**src/rtl/wb_copy_pkg.sv**
```systemverilog
// Shared types and default sizing for the Wishbone block-copy initiator.
// Latency: none (types and constants only).
// Backpressure: none (types and constants only).
package wb_copy_pkg;

   localparam int WB_COPY_AW      = 11;
   localparam int WB_COPY_DW      = 32;
   localparam int WB_COPY_LW      = 12;
   localparam int WB_COPY_TIMEOUT = 16;

   typedef enum logic [2:0] {
      IDLE    = 3'd0,
      RD_REQ  = 3'd1,
      RD_WAIT = 3'd2,
      WR_REQ  = 3'd3,
      WR_WAIT = 3'd4,
      DONE    = 3'd5
   } state_e;

endpackage

```
**src/rtl/wb_copy_master.sv**
```systemverilog
// Wishbone pipelined initiator copying len words from src to dst, one read then one write per word; optional ack watchdog via WB_COPY_TIMEOUT_EN.
// Latency: 4 cycles per word with zero-stall 1-cycle-ack slave; done_o in the cycle 4N+1 edges after start is sampled (1 for len=0).
// Backpressure: holds addr/we/data while stall is high, never more than one access outstanding; cyc stays high for the whole copy.
module wb_copy_master
   import wb_copy_pkg::*;
#(
   parameter int AW             = WB_COPY_AW,
   parameter int DW             = WB_COPY_DW,
   parameter int LW             = WB_COPY_LW,
   parameter int TIMEOUT_CYCLES = WB_COPY_TIMEOUT
) (
   input  logic            clk_i,
   input  logic            rst_i,
   input  logic            start_i,
   input  logic [AW-1:0]   src_i,
   input  logic [AW-1:0]   dst_i,
   input  logic [LW-1:0]   len_i,
   output logic            busy_o,
   output logic            done_o,
   output logic            err_o,
   output logic            wb_cyc_o,
   output logic            wb_stb_o,
   output logic            wb_we_o,
   output logic [AW-1:0]   wb_addr_o,
   output logic [DW-1:0]   wb_data_o,
   output logic [DW/8-1:0] wb_sel_o,
   input  logic            wb_ack_i,
   input  logic            wb_stall_i,
   input  logic [DW-1:0]   wb_data_i
);

   state_e        r_state;
   logic [AW-1:0] r_src;
   logic [AW-1:0] r_dst;
   logic [AW-1:0] r_addr;
   logic [LW-1:0] r_rem;
   logic [DW-1:0] r_wdat;
   logic          r_cyc;
   logic          r_stb;
   logic          r_we;
   logic          r_busy;
   logic          r_done;

   logic          w_acc;
   logic          w_rd_done;
   logic          w_wr_done;
   logic          w_last;

   // A request is taken by the slave on any edge where stb is up and stall is low.
   assign w_acc     = r_stb & ~wb_stall_i;
   // Acks only count while an access is outstanding; a zero-wait ack rides on the accept edge.
   assign w_rd_done = ((r_state == RD_REQ) & w_acc & wb_ack_i) | ((r_state == RD_WAIT) & wb_ack_i);
   assign w_wr_done = ((r_state == WR_REQ) & w_acc & wb_ack_i) | ((r_state == WR_WAIT) & wb_ack_i);
   assign w_last    = (r_rem == LW'(1));

`ifdef WB_COPY_TIMEOUT_EN
   localparam int TW = $clog2(TIMEOUT_CYCLES + 1);
   logic [TW-1:0] r_tmo;
   logic          r_err;
   logic          w_tmo;

   // Watchdog fires once the current request/wait pair has lasted TIMEOUT_CYCLES+1 cycles.
   assign w_tmo = r_busy & (r_tmo == TW'(TIMEOUT_CYCLES));
   assign err_o = r_err;
`else
   logic w_unused_tmo;

   assign w_unused_tmo = (TIMEOUT_CYCLES > 0);
   assign err_o        = 1'b0;
`endif

   assign busy_o    = r_busy;
   assign done_o    = r_done;
   assign wb_cyc_o  = r_cyc;
   assign wb_stb_o  = r_stb;
   assign wb_we_o   = r_we;
   assign wb_addr_o = r_addr;
   assign wb_data_o = r_wdat;
   assign wb_sel_o  = {(DW/8){r_stb}};

   // Copy sequencer: state and every bus/status output registered together; later ifs override the case.
   always_ff @(posedge clk_i) begin
      if (rst_i) begin
         r_state <= IDLE;
         r_src   <= '0;
         r_dst   <= '0;
         r_addr  <= '0;
         r_rem   <= '0;
         r_wdat  <= '0;
         r_cyc   <= 1'b0;
         r_stb   <= 1'b0;
         r_we    <= 1'b0;
         r_busy  <= 1'b0;
         r_done  <= 1'b0;
`ifdef WB_COPY_TIMEOUT_EN
         r_tmo   <= '0;
         r_err   <= 1'b0;
`endif
      end else begin
         r_done <= 1'b0;
`ifdef WB_COPY_TIMEOUT_EN
         r_err  <= 1'b0;
         r_tmo  <= r_busy ? r_tmo + 1'b1 : '0;
`endif
         case (r_state)
            IDLE: begin
               if (start_i) begin
                  if (len_i != '0) begin
                     r_src   <= src_i;
                     r_dst   <= dst_i;
                     r_rem   <= len_i;
                     r_addr  <= src_i;
                     r_we    <= 1'b0;
                     r_cyc   <= 1'b1;
                     r_stb   <= 1'b1;
                     r_busy  <= 1'b1;
                     r_state <= RD_REQ;
                  end else begin
                     r_done  <= 1'b1;
                     r_state <= DONE;
                  end
               end
            end
            RD_REQ: begin
               if (w_acc) begin
                  r_stb   <= 1'b0;
                  r_state <= RD_WAIT;
               end
            end
            WR_REQ: begin
               if (w_acc) begin
                  r_stb   <= 1'b0;
                  r_state <= WR_WAIT;
               end
            end
            DONE:    r_state <= IDLE;
            default: ;
         endcase

         if (w_rd_done) begin
            r_wdat  <= wb_data_i;
            r_addr  <= r_dst;
            r_we    <= 1'b1;
            r_stb   <= 1'b1;
            r_state <= WR_REQ;
`ifdef WB_COPY_TIMEOUT_EN
            r_tmo   <= '0;
`endif
         end

         if (w_wr_done) begin
            r_src <= r_src + 1'b1;
            r_dst <= r_dst + 1'b1;
            r_rem <= r_rem - 1'b1;
            if (w_last) begin
               r_cyc   <= 1'b0;
               r_stb   <= 1'b0;
               r_we    <= 1'b0;
               r_busy  <= 1'b0;
               r_done  <= 1'b1;
               r_state <= DONE;
            end else begin
               r_addr  <= r_src + 1'b1;
               r_we    <= 1'b0;
               r_stb   <= 1'b1;
               r_state <= RD_REQ;
`ifdef WB_COPY_TIMEOUT_EN
               r_tmo   <= '0;
`endif
            end
         end

`ifdef WB_COPY_TIMEOUT_EN
         if (w_tmo) begin
            r_cyc   <= 1'b0;
            r_stb   <= 1'b0;
            r_we    <= 1'b0;
            r_busy  <= 1'b0;
            r_done  <= 1'b1;
            r_err   <= 1'b1;
            r_state <= DONE;
         end
`endif
      end
   end

endmodule

```
**config.mk**
```make
export PLATFORM = sky130hd
export DESIGN_NAME = wb_copy_master
export DESIGN_NICKNAME = d
export VERILOG_FILES = /design/src/rtl/wb_copy_pkg.sv /design/src/rtl/wb_copy_master.sv
export SDC_FILE = /design/constraint.sdc
export NUM_CORES = 1
export LEC_CHECK = 0
export CORE_MARGIN = 5
export CORE_UTILIZATION = 51
export DETAILED_ROUTE_END_ITERATION = 6
export PLACE_DENSITY_LB_ADDON = 0.25
export SYNTH_ARGS = -nofsm -noshare
export SYNTH_HDL_FRONTEND = slang
export SYNTH_SLANG_ARGS = --single-unit
```
**constraint.sdc**
```tcl
create_clock -name clk_i -period 3.35 [get_ports clk_i]
set_input_delay 0.335 -clock clk_i [delete_from_list [all_inputs] [get_ports clk_i]]
set_output_delay 0.335 -clock clk_i [all_outputs]
set_load 0.02 [all_outputs]
```
==> flow_summary.toml <==
[status]
status = "completed"

[sta]
finalWorstPathRequiredPeriod_ns = 2.449
timing.setup.tns_ns = 0
rsz0062_at_grt = "false"
final_min_period_over_clock_period = 0.7310
setup_viol_count_final = 0
slew-limit-headroom = 0.3614
fin_skew_ns = 0.007159
fmaxAchievable_ghz = 0.4083
worst_slew_pin_slew_ns = 0.9579
timing_hold_violations_final = 0
timing.final.max_slew_violations = 0

[routing]
drt-wirelength-per-cell_um = 16.89
drt_drc_violations_left = 0
initialDrtViolationCount = 321
detail-route-antenna-nets = 0
route.final.wire_length_um = 12520
detail_route.first_pass.iterations = 5
drt-vias-per-instance = 5.915
num_vias = 4383

[worst_setup_path]
startpoint_type = "primary input"
crit_chain = "clkdlybuf4s50_1 -> or4_1 -> o31a_1 -> buf_4 -> and2_1 -> a211oi_1 -> o22ai_1"
critical_path.startpoint = "len_i[0]"
crit_type = "in2reg"
slowest_stage = "or4_1"
reg2reg_slack_ns = 0.93
critical_path_required_ns = 3.56
cp_data_arrival_time_ns = 2.66
endpoint_kind_of_the_worst_setup_timing_path = "flop"
r2r_cells = 5
path_max_fanout = 16
reg2reg_to = "r_rem[4]"
crit_end = "wb_addr_o[8]"
slowest_delay_ns = 0.63
worst_r2r_startpoint = "r_state[0]"

[floorplan]
floorplan.initialDensity = 0.5170
core_sq_mm = 0.008134
boundaryPins = 124
dieWidth_um = 100.8
rows = 33
die-height_um = 100.8
area_of_the_die_sq_mm = 0.01016

[cells_and_area]
num_antenna_cells = 0
area_growth_syn_to_layout_pct = 34.63
layout.cells.most_common_list = "clkdlybuf4s50_1 (121), nand2_1 (106), dfxtp_1 (85)"
final_layout_size_suffix_gt1_frac = 0.08491
final_cells = 741
final_common_cell = "clkdlybuf4s50_1"
finalNetCount = 706

[logic_synthesis]
compound_cell_area_share_of_the_yosys_netlist = 0.2431
synth_top_family_by_area = "simple AND/OR/NAND/NOR gates"
avgSynthCellArea_sq_um = 8.056
dominantRegCellSynth = "dfxtp_1"
post_synth_edffs = 0
syn-cell-area_sq_mm = 0.004205
yosys.area_share.adder = 0.01190
ys_types = 69
ys_async_sr_fraction = 0
synth.mux.area_fraction = 0.007736
ys_ff_latch = 85
synthXorXnorAreaFrac = 0.02291
yosys_warnings = 0
synth_simple_gate_area_frac = 0.2556
synth_sequential_area_ratio = 0.4046
synthesis.nets = 597
post_synth_inst_count = 522

[clocking]
cts_repair_resizes = 0
max-clock-path-buffers = 2
h-tree-depth = 3
cts.sink_count = 85
cts_tree = "yes"
worst_setup_hold_path_clk_slew_ns = 0.08
cts-buffers-inserted = 9
worst_skew_pair.late_latency_ns = 0.36
cts.repair_timing.setup_buffer_count = 0
clockRootBuffer = "clkbuf_8"
cts_hold_buf = 0

[grt]
antenna_violations_before_repair = 0
first_global_vias = 4186
grt-ovfl-total = 0
grt_max_degree = 55
grt_usage = 0.2474
grt_first_pass_wirelength_um = 20360

[placement]
placedCellCount = 725
buffer_ports.inserted = 122
gpl.final_weighted_congestion = 0.8478
dp.final_hpwl_um = 9163

[power]
power_leakage_nw = 1.994
power.ir.vdd_worst_v = 0.0003571
power.density_mw_per_mm2 = 488.1

[job]
maxCapViolCount = 0

[min_path]
hold_class = "reg2reg"
[cell usage after synthesis, drive strengths merged (2+ instances only)]
cell type / count / area [sq um]
xor2: 7 / 61.31
ha: 4 / 50.05
buf: 24 / 141.4
a211oi: 5 / 37.54
nor2b: 3 / 18.77
xnor2: 4 / 35.03
and2: 3 / 23.78
nor3: 15 / 80.08
a31oi: 8 / 50.05
nor2: 33 / 123.9
and4: 2 / 17.52
a2111oi: 6 / 55.05
nand3b: 3 / 22.52
o21a: 5 / 37.54
nand3: 14 / 70.07
o22ai: 2 / 12.51
a21oi: 73 / 376.6
o31ai: 2 / 28.78
nand4: 4 / 25.02
o221a: 4 / 45.04
nand4b: 3 / 26.28
nand2b: 3 / 18.77
clkbuf: 16 / 60.06
inv: 6 / 22.52
a311oi: 7 / 61.31
nor4b: 2 / 32.53
or4: 4 / 37.53
a211o: 7 / 61.31
dfxtp: 85 / 1702
o21ai: 10 / 53.80
and4bb: 2 / 25.02
mux2: 2 / 22.52
or3: 5 / 31.28
a22oi: 7 / 57.55
nor3b: 2 / 15.01
and3: 7 / 43.79
o311ai: 3 / 26.28
nor4: 7 / 58.81
o21bai: 3 / 22.52
nand2: 106 / 397.9
[report_power, final]
part	internal [mW]	switching, mW
Combinational	0.405	0.434
Clock	0.295	0.381
Sequential	1.12	0.131
[final cells by class]
type / instances / area [sq um]
clock buffers: 10 / 137.6
fillers: 669 / 2472
clock inverters: 6 / 47.55
repair buffers: 138 / 1336
multi-input cells: 391 / 2285
well taps: 105 / 131.4
flip-flops and latches: 85 / 1702
inverters: 6 / 22.52
[stage by stage]
stage	instance area [sq um]	utilization	total power, mW	setup WS (ns)	hold WS [ns]
after floorplan	4205	-	1.778	1.311	0.4580
final	5662	0.6960	2.764	0.9011	0.4575
after CTS	5662	0.6960	2.775	0.9479	0.4598
after detailed placement	5477	0.6733	2.098	0.5625	0.4474
after global routing	5662	0.6960	2.920	0.7749	0.4847
after global placement	5477	0.6733	2.073	0.6480	0.4408
[worst max-delay path: cells and delay by family]
kind	cells	cell delay [ns]
AND/OR/NAND/NOR	2	0.81
AO/OA/AOI/OAI	3	0.77
buffers and inverters	2	0.73
[routing by layer]
metal	track usage	routed length, um	vias to the layer above
li1	-	-	2101
met1	0.3249	5295	2052
met2	0.4030	6001	206
met3	0.05536	1028	24
met4	0.07979	190	0
met5	0	0	-
[worst min path at each step]
stage / endpoint / cells after the start / from / slack (ns)
2_1_floorplan: r_src[10] / 2 / r_src[10] / 0.46
3_3_place_gp: wb_data_o[12] / 2 / wb_data_o[12] / 0.44
3_5_place_dp: wb_data_o[29] / 2 / wb_data_o[29] / 0.45
4_1_cts: wb_data_o[29] / 2 / wb_data_o[29] / 0.46
5_1_grt: wb_data_o[0] / 2 / wb_data_o[0] / 0.48
6_report: wb_data_o[29] / 2 / wb_data_o[29] / 0.46
[state kept, by name (all words and copies together), names as in the netlist]
signal     count
busy_o         1
done_o         1
r_dst         11
r_rem         12
r_src         11
r_state        3
wb_addr_o     11
wb_cyc_o       1
wb_data_o     32
wb_stb_o       1
wb_we_o        1
[logic make-up after synthesis]
kind of cell,after synthesis
adders and majority gates,4
other,1
DFF,85
and+or+nand+nor,219
muxes,3
buffers and inverters,46
AOI/OAI and AO/OA,153
xor gates and xnor gates,11
No activity file was read; power rests on OpenSTA's default activity.
